`config.mk`:
```
export PLATFORM = sky130hd
export DESIGN_NAME = shf_seq
export DESIGN_NICKNAME = d
export VERILOG_FILES = /design/src/rtl/shf_seq.sv
export SDC_FILE = /design/constraint.sdc
export NUM_CORES = 1
export LEC_CHECK = 0
export ABC_AREA = 1
export CORE_ASPECT_RATIO = 0.7
export CORE_MARGIN = 3
export CORE_UTILIZATION = 52
export CTS_CLUSTER_SIZE = 28
export DETAILED_ROUTE_END_ITERATION = 8
export PLACE_DENSITY = 0.9
export SETUP_SLACK_MARGIN = 0.2
export SLEW_MARGIN = 20
export SYNTH_ARGS = -nofsm -noshare
export SYNTH_HDL_FRONTEND = slang
export SYNTH_SLANG_ARGS = --single-unit
```
`constraint.sdc`:
```
create_clock -name CLK -period 2.5 [get_ports CLK]
set_input_delay 0.25 -clock CLK [delete_from_list [all_inputs] [get_ports CLK]]
set_output_delay 0.25 -clock CLK [all_outputs]
set_load 0.05 [all_outputs]
```
`src/rtl/shf_seq.sv`:
```
// Multi-cycle shift/rotate unit: latches operand/mode/count on START and
// performs one single-bit step per clock, then pulses SHF_DONE for a cycle.
// Ports: CLK, RST (async, active-high); SHF_START, SHF_IN, SHF_TIMES,
// SHF_MODE, SHF_CF_IN in; SHF_BUSY, SHF_DONE, SHF_OUT, SHF_CF_OUT, SHF_ZF,
// SHF_SF, SHF_OVF out. Define SHF_SEQ_OVF_EN for the sticky SAL overflow bit.
module shf_seq #(
  parameter int WIDTH = 16,
  parameter int CNT_W = 4
) (
  input  logic             CLK,
  input  logic             RST,
  input  logic             SHF_START,
  input  logic [WIDTH-1:0] SHF_IN,
  input  logic [CNT_W-1:0] SHF_TIMES,
  input  logic [3:0]       SHF_MODE,
  input  logic             SHF_CF_IN,
  output logic             SHF_BUSY,
  output logic             SHF_DONE,
  output logic [WIDTH-1:0] SHF_OUT,
  output logic             SHF_CF_OUT,
  output logic             SHF_ZF,
  output logic             SHF_SF,
  output logic             SHF_OVF
);

  localparam logic [3:0] M_SHL = 4'b0000;
  localparam logic [3:0] M_SHR = 4'b0001;
  localparam logic [3:0] M_SCL = 4'b0010;
  localparam logic [3:0] M_SCR = 4'b0011;
  localparam logic [3:0] M_SAL = 4'b0100;
  localparam logic [3:0] M_SAR = 4'b0101;
  localparam logic [3:0] M_ROL = 4'b0110;
  localparam logic [3:0] M_ROR = 4'b0111;
  localparam logic [3:0] M_RCL = 4'b1000;
  localparam logic [3:0] M_RCR = 4'b1001;

  typedef enum logic [1:0] {
    IDLE  = 2'd0,
    SHIFT = 2'd1,
    DONE  = 2'd2
  } state_t;

  state_t           state_q, state_d;
  logic [WIDTH-1:0] d_q, d_d;
  logic             c_q, c_d;
  logic [CNT_W-1:0] cnt_q, cnt_d;
  logic [3:0]       mode_q, mode_d;
  logic             busy_q, busy_d;
  logic             done_q, done_d;
  logic [WIDTH-1:0] step_d;
  logic             step_c;
  logic             accept;

  // START is only looked at when no operation is in flight.
  assign accept = SHF_START && (state_q != SHIFT);

  always_comb begin
    step_d = d_q;
    step_c = c_q;
    case (mode_q)
      M_SHL: step_d = {d_q[WIDTH-2:0], 1'b0};
      M_SHR: step_d = {1'b0, d_q[WIDTH-1:1]};
      M_SCL: begin
        step_c = d_q[WIDTH-1];
        step_d = {d_q[WIDTH-2:0], 1'b0};
      end
      M_SCR: begin
        step_d = {c_q, d_q[WIDTH-1:1]};
        step_c = 1'b0;
      end
      M_SAL: begin
        step_c = d_q[WIDTH-1];
        step_d = {d_q[WIDTH-2:0], 1'b0};
      end
      M_SAR: begin
        step_c = d_q[0];
        step_d = {d_q[WIDTH-1], d_q[WIDTH-1:1]};
      end
      M_ROL: step_d = {d_q[WIDTH-2:0], d_q[WIDTH-1]};
      M_ROR: step_d = {d_q[0], d_q[WIDTH-1:1]};
      M_RCL: begin
        step_d = {d_q[WIDTH-2:0], c_q};
        step_c = d_q[WIDTH-1];
      end
      M_RCR: begin
        step_d = {c_q, d_q[WIDTH-1:1]};
        step_c = d_q[0];
      end
      default: ;
    endcase
  end

  always_comb begin
    state_d = state_q;
    d_d     = d_q;
    c_d     = c_q;
    cnt_d   = cnt_q;
    mode_d  = mode_q;
    busy_d  = 1'b0;
    done_d  = 1'b0;
    unique case (state_q)
      SHIFT: begin
        d_d   = step_d;
        c_d   = step_c;
        cnt_d = cnt_q - 1'b1;
        if (cnt_q == {{(CNT_W-1){1'b0}}, 1'b1}) begin
          state_d = DONE;
          done_d  = 1'b1;
        end else begin
          busy_d = 1'b1;
        end
      end
      IDLE, DONE: begin
        if (accept) begin
          d_d    = SHF_IN;
          c_d    = SHF_CF_IN;
          cnt_d  = SHF_TIMES;
          mode_d = SHF_MODE;
          // Zero count and reserved modes complete as a pass-through.
          if (SHF_TIMES == '0 || SHF_MODE > M_RCR) begin
            state_d = DONE;
            done_d  = 1'b1;
          end else begin
            state_d = SHIFT;
            busy_d  = 1'b1;
          end
        end else begin
          state_d = IDLE;
        end
      end
      default: state_d = IDLE;
    endcase
  end

  always_ff @(posedge CLK or posedge RST) begin
    if (RST) begin
      state_q <= IDLE;
      d_q     <= '0;
      c_q     <= 1'b0;
      cnt_q   <= '0;
      mode_q  <= '0;
      busy_q  <= 1'b0;
      done_q  <= 1'b0;
    end else begin
      state_q <= state_d;
      d_q     <= d_d;
      c_q     <= c_d;
      cnt_q   <= cnt_d;
      mode_q  <= mode_d;
      busy_q  <= busy_d;
      done_q  <= done_d;
    end
  end

`ifdef SHF_SEQ_OVF_EN
  logic ovf_q, ovf_d;

  // Sticky: any SAL step that changes the sign bit flags overflow.
  always_comb begin
    ovf_d = ovf_q;
    if (accept) begin
      ovf_d = 1'b0;
    end else if (state_q == SHIFT && mode_q == M_SAL &&
                 d_q[WIDTH-1] != d_q[WIDTH-2]) begin
      ovf_d = 1'b1;
    end
  end

  always_ff @(posedge CLK or posedge RST) begin
    if (RST) begin
      ovf_q <= 1'b0;
    end else begin
      ovf_q <= ovf_d;
    end
  end

  assign SHF_OVF = ovf_q;
`else
  assign SHF_OVF = 1'b0;
`endif

  assign SHF_BUSY   = busy_q;
  assign SHF_DONE   = done_q;
  assign SHF_OUT    = d_q;
  assign SHF_CF_OUT = c_q;
  assign SHF_ZF     = (d_q == '0);
  assign SHF_SF     = d_q[WIDTH-1];

endmodule

```
==> results.yml, run 1 <==
cells_and_area:
  fin_nets: 340
  antennaDiodeCount: 0
  drive_above_1_share: 0.06452
  final_area_sq_um: 2426
  syn2layout_area_growth_pct: 30.48
sta:
  setup_viol: 0
  min_period_over_period: 0.7774
  worst_slew_pin_slew_ns: 0.5191
  fmax_mhz: 514.5
  slew_headroom: 0.6494
  slew_viol_final: 0
  rsz0062_at_grt: "no"
  setup_tns_ns: 0
  timing.final.hold_violations: 0
  fin_crit_ns: 1.944
  fin_skew_ns: 0.003476
floorplanning:
  num_io_pins: 50
  die_h_microns: 56.03
  dieArea_sq_um: 4341
  die_w_microns: 77.47
  start_util: 0.5676
  core_area_sq_um: 3276
  rows: 17
worst_setup_path:
  crit_arrival_ns: 2.12
  required_ns: 2.68
  worst_r2r_path_depth: 9
  critPathMaxFanout: 24
  critPathKind: "flop to flop"
  worstSetupStartpointType: "flop"
  worst_setup_path_end_kind: "flop"
min_path:
  hold_path_class: "input pin to async pin"
global_routing:
  gr-usage-all-layers: 0.2407
  grt_max_degree: 35
  antenna_found_initial: 0
  grt_pass1_wl_mm: 8.148
  grt_pass1_vias: 1670
  gr-total-overflow: 0
routing:
  wire_per_inst_microns: 13.99
  dr.pass1.iters: 5
  routed.top_layer: "met4"
  wl_met1_mm: 2.289
  drc: 0
  wl_met2_mm: 2.150
  wl_met3_microns: 469
  vias: 1967
  viasPerCell: 5.510
  drt_iter0_drc: 150
  routed_wl_mm: 4.996
  ant_nets: 0
clock_tree:
  htree_levels: 2
  cts_setup_buffers: 0
  cts_hold_buf: 0
  cts_tree: "yes"
  cts_buffer_depth: 2
  numCtsBuffers: 5
  cts_root_buffer: "clkbuf_8"
  clock_latency_ns: 0.28
  cts_num_sinks: 29
  cts_resized: 0
  cts.reportedPaths.clkPinSlew_ns: 0.06
flow_run:
  cap_violations: 0
run_status:
  outcome: "finished, final reports clean"
pwr:
  power.total_mw: 3.909
  p_per_area_nw_per_um2: 1611
  power.leakage_nw: 1.120
  peakVddDrop_mv: 0.9083
placed_design:
  dp_hpwl_mm: 3.541
  port_buffers: 48
  place_area_sq_um: 2337
  place_congestion: 0.8873
yosys:
  ys_seq_elements: 29
  synth_cells: 266
  yosysUniqueCellTypes: 34
  synth_area_sq_um: 1859
  synth.avg_cell_area_sq_um: 6.990
  ys_warn_count: 0
  ys_seq_area_frac: 0.3903
  synth_fp_nets: 296
[layout make-up]
cell class                      instances  area [sq um]
Clock buffer                            7         86.33
Fill cell                             282         849.6
Inverter                               26         100.1
Multi-Input combinational cell        198         957.2
Sequential cell                        29         725.7
Tap cell                               47         58.81
Timing Repair Buffer                   50         498.0
[registers in the layout, summed over array words and instances, names as in the netlist]
name / flops
SHF_BUSY: 1
SHF_CF_OUT: 1
SHF_DONE: 1
SHF_OUT: 16
cnt_q: 4
mode_q: 4
state_q: 2
[routing by layer]
layer / vias up / track usage
met5: - / 0
met4: 0 / 0.06345
met3: 10 / 0.09061
met1: 890 / 0.3495
li1: 963 / -
met2: 104 / 0.3321
[cells by family after synthesis]
kind of cell | count (synthesis) | share of synthesized area
compound gates | 54 | 0.1555
flops | 29 | 0.3903
xor+xnor | 1 | 0.004711
simple gates | 140 | 0.3392
buf+inv | 39 | 0.09488
other cells | 1 | 0.002017
fa+ha+maj | 2 | 0.01346
[synth_stat cells]
library cell | n | area, sq um
and3_1 | 7 | 43.79
inv_1 | 18 | 67.56
dfrtp_1 | 29 | 725.7
inv_2 | 6 | 22.52
nand3_1 | 22 | 110.1
nor2_8 | 1 | 20.02
nand4_1 | 1 | 6.260
nor4_1 | 4 | 25.02
o41ai_1 | 1 | 8.760
clkinv_1 | 1 | 3.750
nor2_1 | 19 | 71.32
conb_1 | 1 | 3.750
a31oi_1 | 3 | 18.77
buf_2 | 4 | 20.02
xor2_1 | 1 | 8.760
nand3_2 | 1 | 10.01
ha_1 | 2 | 25.02
buf_4 | 6 | 45.04
nand2_1 | 79 | 296.5
nor3_1 | 1 | 5.000
o21ai_0 | 30 | 150.1
or2_0 | 1 | 6.260
inv_4 | 1 | 6.260
o221ai_1 | 1 | 8.760
nand2_2 | 1 | 6.260
o211ai_1 | 1 | 7.510
nand3b_1 | 1 | 7.510
a21oi_1 | 8 | 40.04
o22ai_1 | 2 | 12.51
o21a_1 | 1 | 7.510
clkbuf_1 | 3 | 11.26
o21ai_1 | 7 | 35.03
nor2_4 | 1 | 11.26
nand2_4 | 1 | 11.26
[through the flow]
stage               cells  hold WS (ns)  setup slack, ns  utilization
floorplan             266        0.3281           0.6148            -
global placement      350        0.5262           0.5255       0.7135
detailed placement    350        0.5439           0.5184       0.7135
CTS                   357        0.3700           0.2096       0.7399
global route          357        0.3819           0.4162       0.7406
finish                357        0.3524           0.5564       0.7406
[power breakdown]
| part | total, mW | internal [mW] | switching, mW |
|---|---|---|---|
| registers | 0.973 | 0.711 | 0.262 |
| clock network | 0.385 | 0.218 | 0.168 |
| logic | 2.55 | 0.820 | 1.73 |
[worst max-delay path, cell delays in order, from the launching register on]
cell and delay [ns]:
dfrtp_1 0.41, inv_4 0.23, nor2_8 0.05, inv_2 0.10, nand2_1 0.25, nand2_4 0.34
inv_2 0.13, or2_0 0.21, nand2_1 0.06, inv_1 0.04
[path summary, 6_finish.rpt]
check	from	end	slack (ns)
max	state_q[0]	SHF_OUT[1]	0.56
min	RST	SHF_BUSY	0.35
max reg2reg	state_q[0]	SHF_OUT[1]	0.56
min reg2reg	SHF_OUT[12]	SHF_OUT[12]	0.56
max in group asynchronous	RST	cnt_q[1]	1.88
min in group CLK	SHF_MODE[0]	mode_q[0]	0.53
[cell usage in the layout (no fill, tap or decap), types with 2 or more instances in the layout]
master,Yosys,final
nor4_1,4,4
inv_2,6,6
o21ai_1,7,7
o22ai_1,2,2
buf_4,6,2
dfrtp_1,29,29
clkbuf_8,0,6
clkdlybuf4s50_1,0,47
a31oi_1,3,3
nand3_1,22,22
inv_1,18,18
and3_1,7,7
nor2_1,19,19
o21ai_0,30,30
nand2_1,79,79
ha_1,2,2
a21oi_1,8,8
Note: power is estimated with default switching activity, not from simulation.
==> run 2, diff against run 1 <==
--- a/config.mk
+++ b/config.mk
@@ -8,10 +8,10 @@
 export ABC_AREA = 1
 export CORE_ASPECT_RATIO = 0.7
 export CORE_MARGIN = 3
-export CORE_UTILIZATION = 52
+export CORE_UTILIZATION = 48
 export CTS_CLUSTER_SIZE = 28
 export DETAILED_ROUTE_END_ITERATION = 8
-export PLACE_DENSITY = 0.9
+export PLACE_DENSITY = 0.84
 export SETUP_SLACK_MARGIN = 0.2
 export SLEW_MARGIN = 20
 export SYNTH_ARGS = -nofsm -noshare
==> constraint.sdc (replaced) <==
create_clock -name CLK -period 1.8 [get_ports CLK]
set_input_delay 0.18 -clock CLK [delete_from_list [all_inputs] [get_ports CLK]]
set_output_delay 0.18 -clock CLK [all_outputs]
set_load 0.05 [all_outputs]
==> run 2 against run 1 <==
  * Final cell count grew 5.6%
  * Sequential share of layout area decreased by 1.6 points
  * Flip-flop and latch count unchanged
  * Worst hold slack worse by 0.081 ns
  * Non-clock buffer count increased by 16
  * Via count up 1.9%
  * Die area increased by 7.5%
  * Routed wire length increased by 4.1%
  * Sequential power grew 37%
  * Total power up 45%
  * Clock skew rose by 0.0015 ns
==> results.yml, run 2 (synthesized netlist as in run 1, its figures left out) <==
sta:
  fin_skew_ns: 0.004956
  timing.final.hold_violations: 0
  setup_tns_ns: 0
  slew_headroom: 0.6116
  setup_viol: 0
  hold-worst-slack_ns: 0.2717
  slew_viol_final: 0
  worst_slew_pin_slew_ns: 0.5750
  fin_crit_ns: 1.606
  fmax_mhz: 622.5
  min_period_over_period: 0.8925
  rsz0062_at_grt: "yes"
pwr:
  clock_power_share: 0.092
  p_int_mw: 2.550
  switching_share: 0.5508
  power_switching_mw: 3.127
  p_per_area_nw_per_um2: 2201
  seq_power_share: 0.235
  combPwrFrac: 0.674
  peakVddDrop_mv: 1.150
  power.leakage_nw: 1.250
routing:
  drc: 0
  ant_nets: 0
  dr.pass1.iters: 4
  routed_wl_mm: 5.203
  wire_per_inst_microns: 13.80
  drt_iter0_drc: 126
  viasPerCell: 5.316
  vias: 2004
cells_and_area:
  fill_cells: 303
  antennaDiodeCount: 0
  largest_reg_flops: 16
  multi_input_area_sq_um: 998.5
  syn2layout_area_growth_pct: 38.76
  layout_commonest_cell: "nand2_1"
  regArea_sq_um: 729.5
  final_cell_mix: "nand2_1 (79), o21ai_0 (30), clkdlybuf4s50_1 (27)"
  fin_nets: 356
  drive_above_1_share: 0.1529
global_routing:
  gr-usage-all-layers: 0.2345
  antenna_found_initial: 0
  grt_max_degree: 35
  gr-total-overflow: 0
  grt_pass1_wl_mm: 8.397
  grt_pass1_vias: 1744
floorplanning:
  core_area_sq_um: 3626
  die_w_microns: 80.39
  dieArea_sq_um: 4668
  start_util: 0.5128
  die_h_microns: 58.07
  rows: 18
  num_io_pins: 50
worst_setup_path:
  cp_slowest_stage_delay_ns: 0.40
  cp.buffers_inverters: 1
  critPathKind: "flop to output port"
  crit_cells: 4
  worst_path_max_delay_cell: "dfrtp_1"
  critPathMaxFanout: 2
  worst_setup_path_end_kind: "output port"
  worstSetupStartpointType: "flop"
  worst_r2r_path_depth: 10
  crit_arrival_ns: 1.43
  path_delay_family: "simple AND/OR/NAND/NOR gates"
  worstPathCellList: "nor4_2 -> nand2_1 -> nor2_4 -> buf_12"
  required_ns: 1.62
clock_tree:
  cts_root_buffer: "clkbuf_8"
  htree_levels: 2
  numCtsBuffers: 5
  cts_tree: "yes"
  cts_buffer_depth: 2
  cts_num_sinks: 29
  cts_hold_buf: 0
  cts.reportedPaths.clkPinSlew_ns: 0.07
  clock_latency_ns: 0.28
run_status:
  outcome: "finished, final reports clean"
placed_design:
  dp_hpwl_mm: 3.511
  place_congestion: 0.9082
  port_buffers: 48
min_path:
  hold_path_class: "input pin to async pin"
flow_run:
  cap_violations: 0
## run 2: changes by cell type in the layout (fill, tap and decap cells not counted), moves of 2 or more
| cell | before | now |
|---|---|---|
| clkinv_2 | 0 | 2 |
| nor4_2 | 0 | 4 |
| nor4_1 | 4 | 0 |
| dfrtp_2 | 0 | 3 |
| buf_4 | 2 | 21 |
| dfrtp_1 | 29 | 26 |
| clkdlybuf4s50_1 | 47 | 27 |
| dlygate4sd2_1 | 0 | 15 |
## run 2: area by class of cell
type,instances,area share
inverters,26,0.03977
multi-input cells,198,0.3870
flip-flops and latches,29,0.2827
repair buffers,66,0.2342
well taps,50,0.02425
clock buffers,6,0.02813
clock inverters,2,0.003880
## run 2: stage by stage
| step | cell area (sq um) | worst slack [ns] | power, mW | std cells | utilization |
|---|---|---|---|---|---|
| 6_report | 2580 | 0.1935 | 5.677 | 377 | 0.7115 |
| 5_1_grt | 2580 | 0.1232 | 6.122 | 377 | 0.7115 |
| 4_1_cts | 2504 | 0.2012 | 5.437 | 371 | 0.6905 |
| 3_5_place_dp | 2374 | 0.2147 | 4.867 | 356 | 0.6546 |
| 3_3_place_gp | 2374 | 0.2236 | 4.816 | 356 | 0.6546 |
| 2_1_floorplan | 1867 | 0.3091 | 3.962 | 266 | - |
## run 2: power groups by stage
| stage | sequential (mW) | clock, mW | combinational [mW] |
|---|---|---|---|
| finish | 1.33 | 0.520 | 3.82 |
| global route | 1.37 | 0.555 | 4.19 |
| CTS | 1.31 | 0.527 | 3.60 |
| detailed placement | 1.37 | 0 | 3.50 |
| global placement | 1.36 | 0 | 3.45 |
| floorplan | 1.97 | 0 | 2.00 |
## run 2: tightest hold or removal path, cell delays in order
cell	delay, ns
clkdlybuf4s50_1	0.40
inv_1	0.05
buf_4	0.34
## run 2: worst paths after layout
kind	endpoint	slack, ns	startpoint
setup reg to reg	SHF_OUT[0]	0.32	mode_q[2]
hold / removal	SHF_OUT[8]	0.27	RST
hold reg to reg	cnt_q[3]	0.58	cnt_q[3]
min in group CLK	mode_q[0]	0.47	SHF_MODE[0]
setup / recovery	SHF_ZF	0.19	SHF_OUT[10]
max in group asynchronous	SHF_OUT[1]	1.22	RST
## run 2: routing by layer
metal	part of all wire	up-vias	GRT usage
li1	-	991	-
met1	0.45	909	0.3474
met2	0.44	97	0.3255
met3	0.11	7	0.06366
met4	0.0094	0	0.08675
met5	0	-	0
## run 2: repair_timing
| action | CTS | global route |
|---|---|---|
| setup endpoints to repair | 16 | 17 |
| setup buffers | 7 | 6 |
| resized for setup | 18 | 9 |
| pin swaps | 2 | 6 |
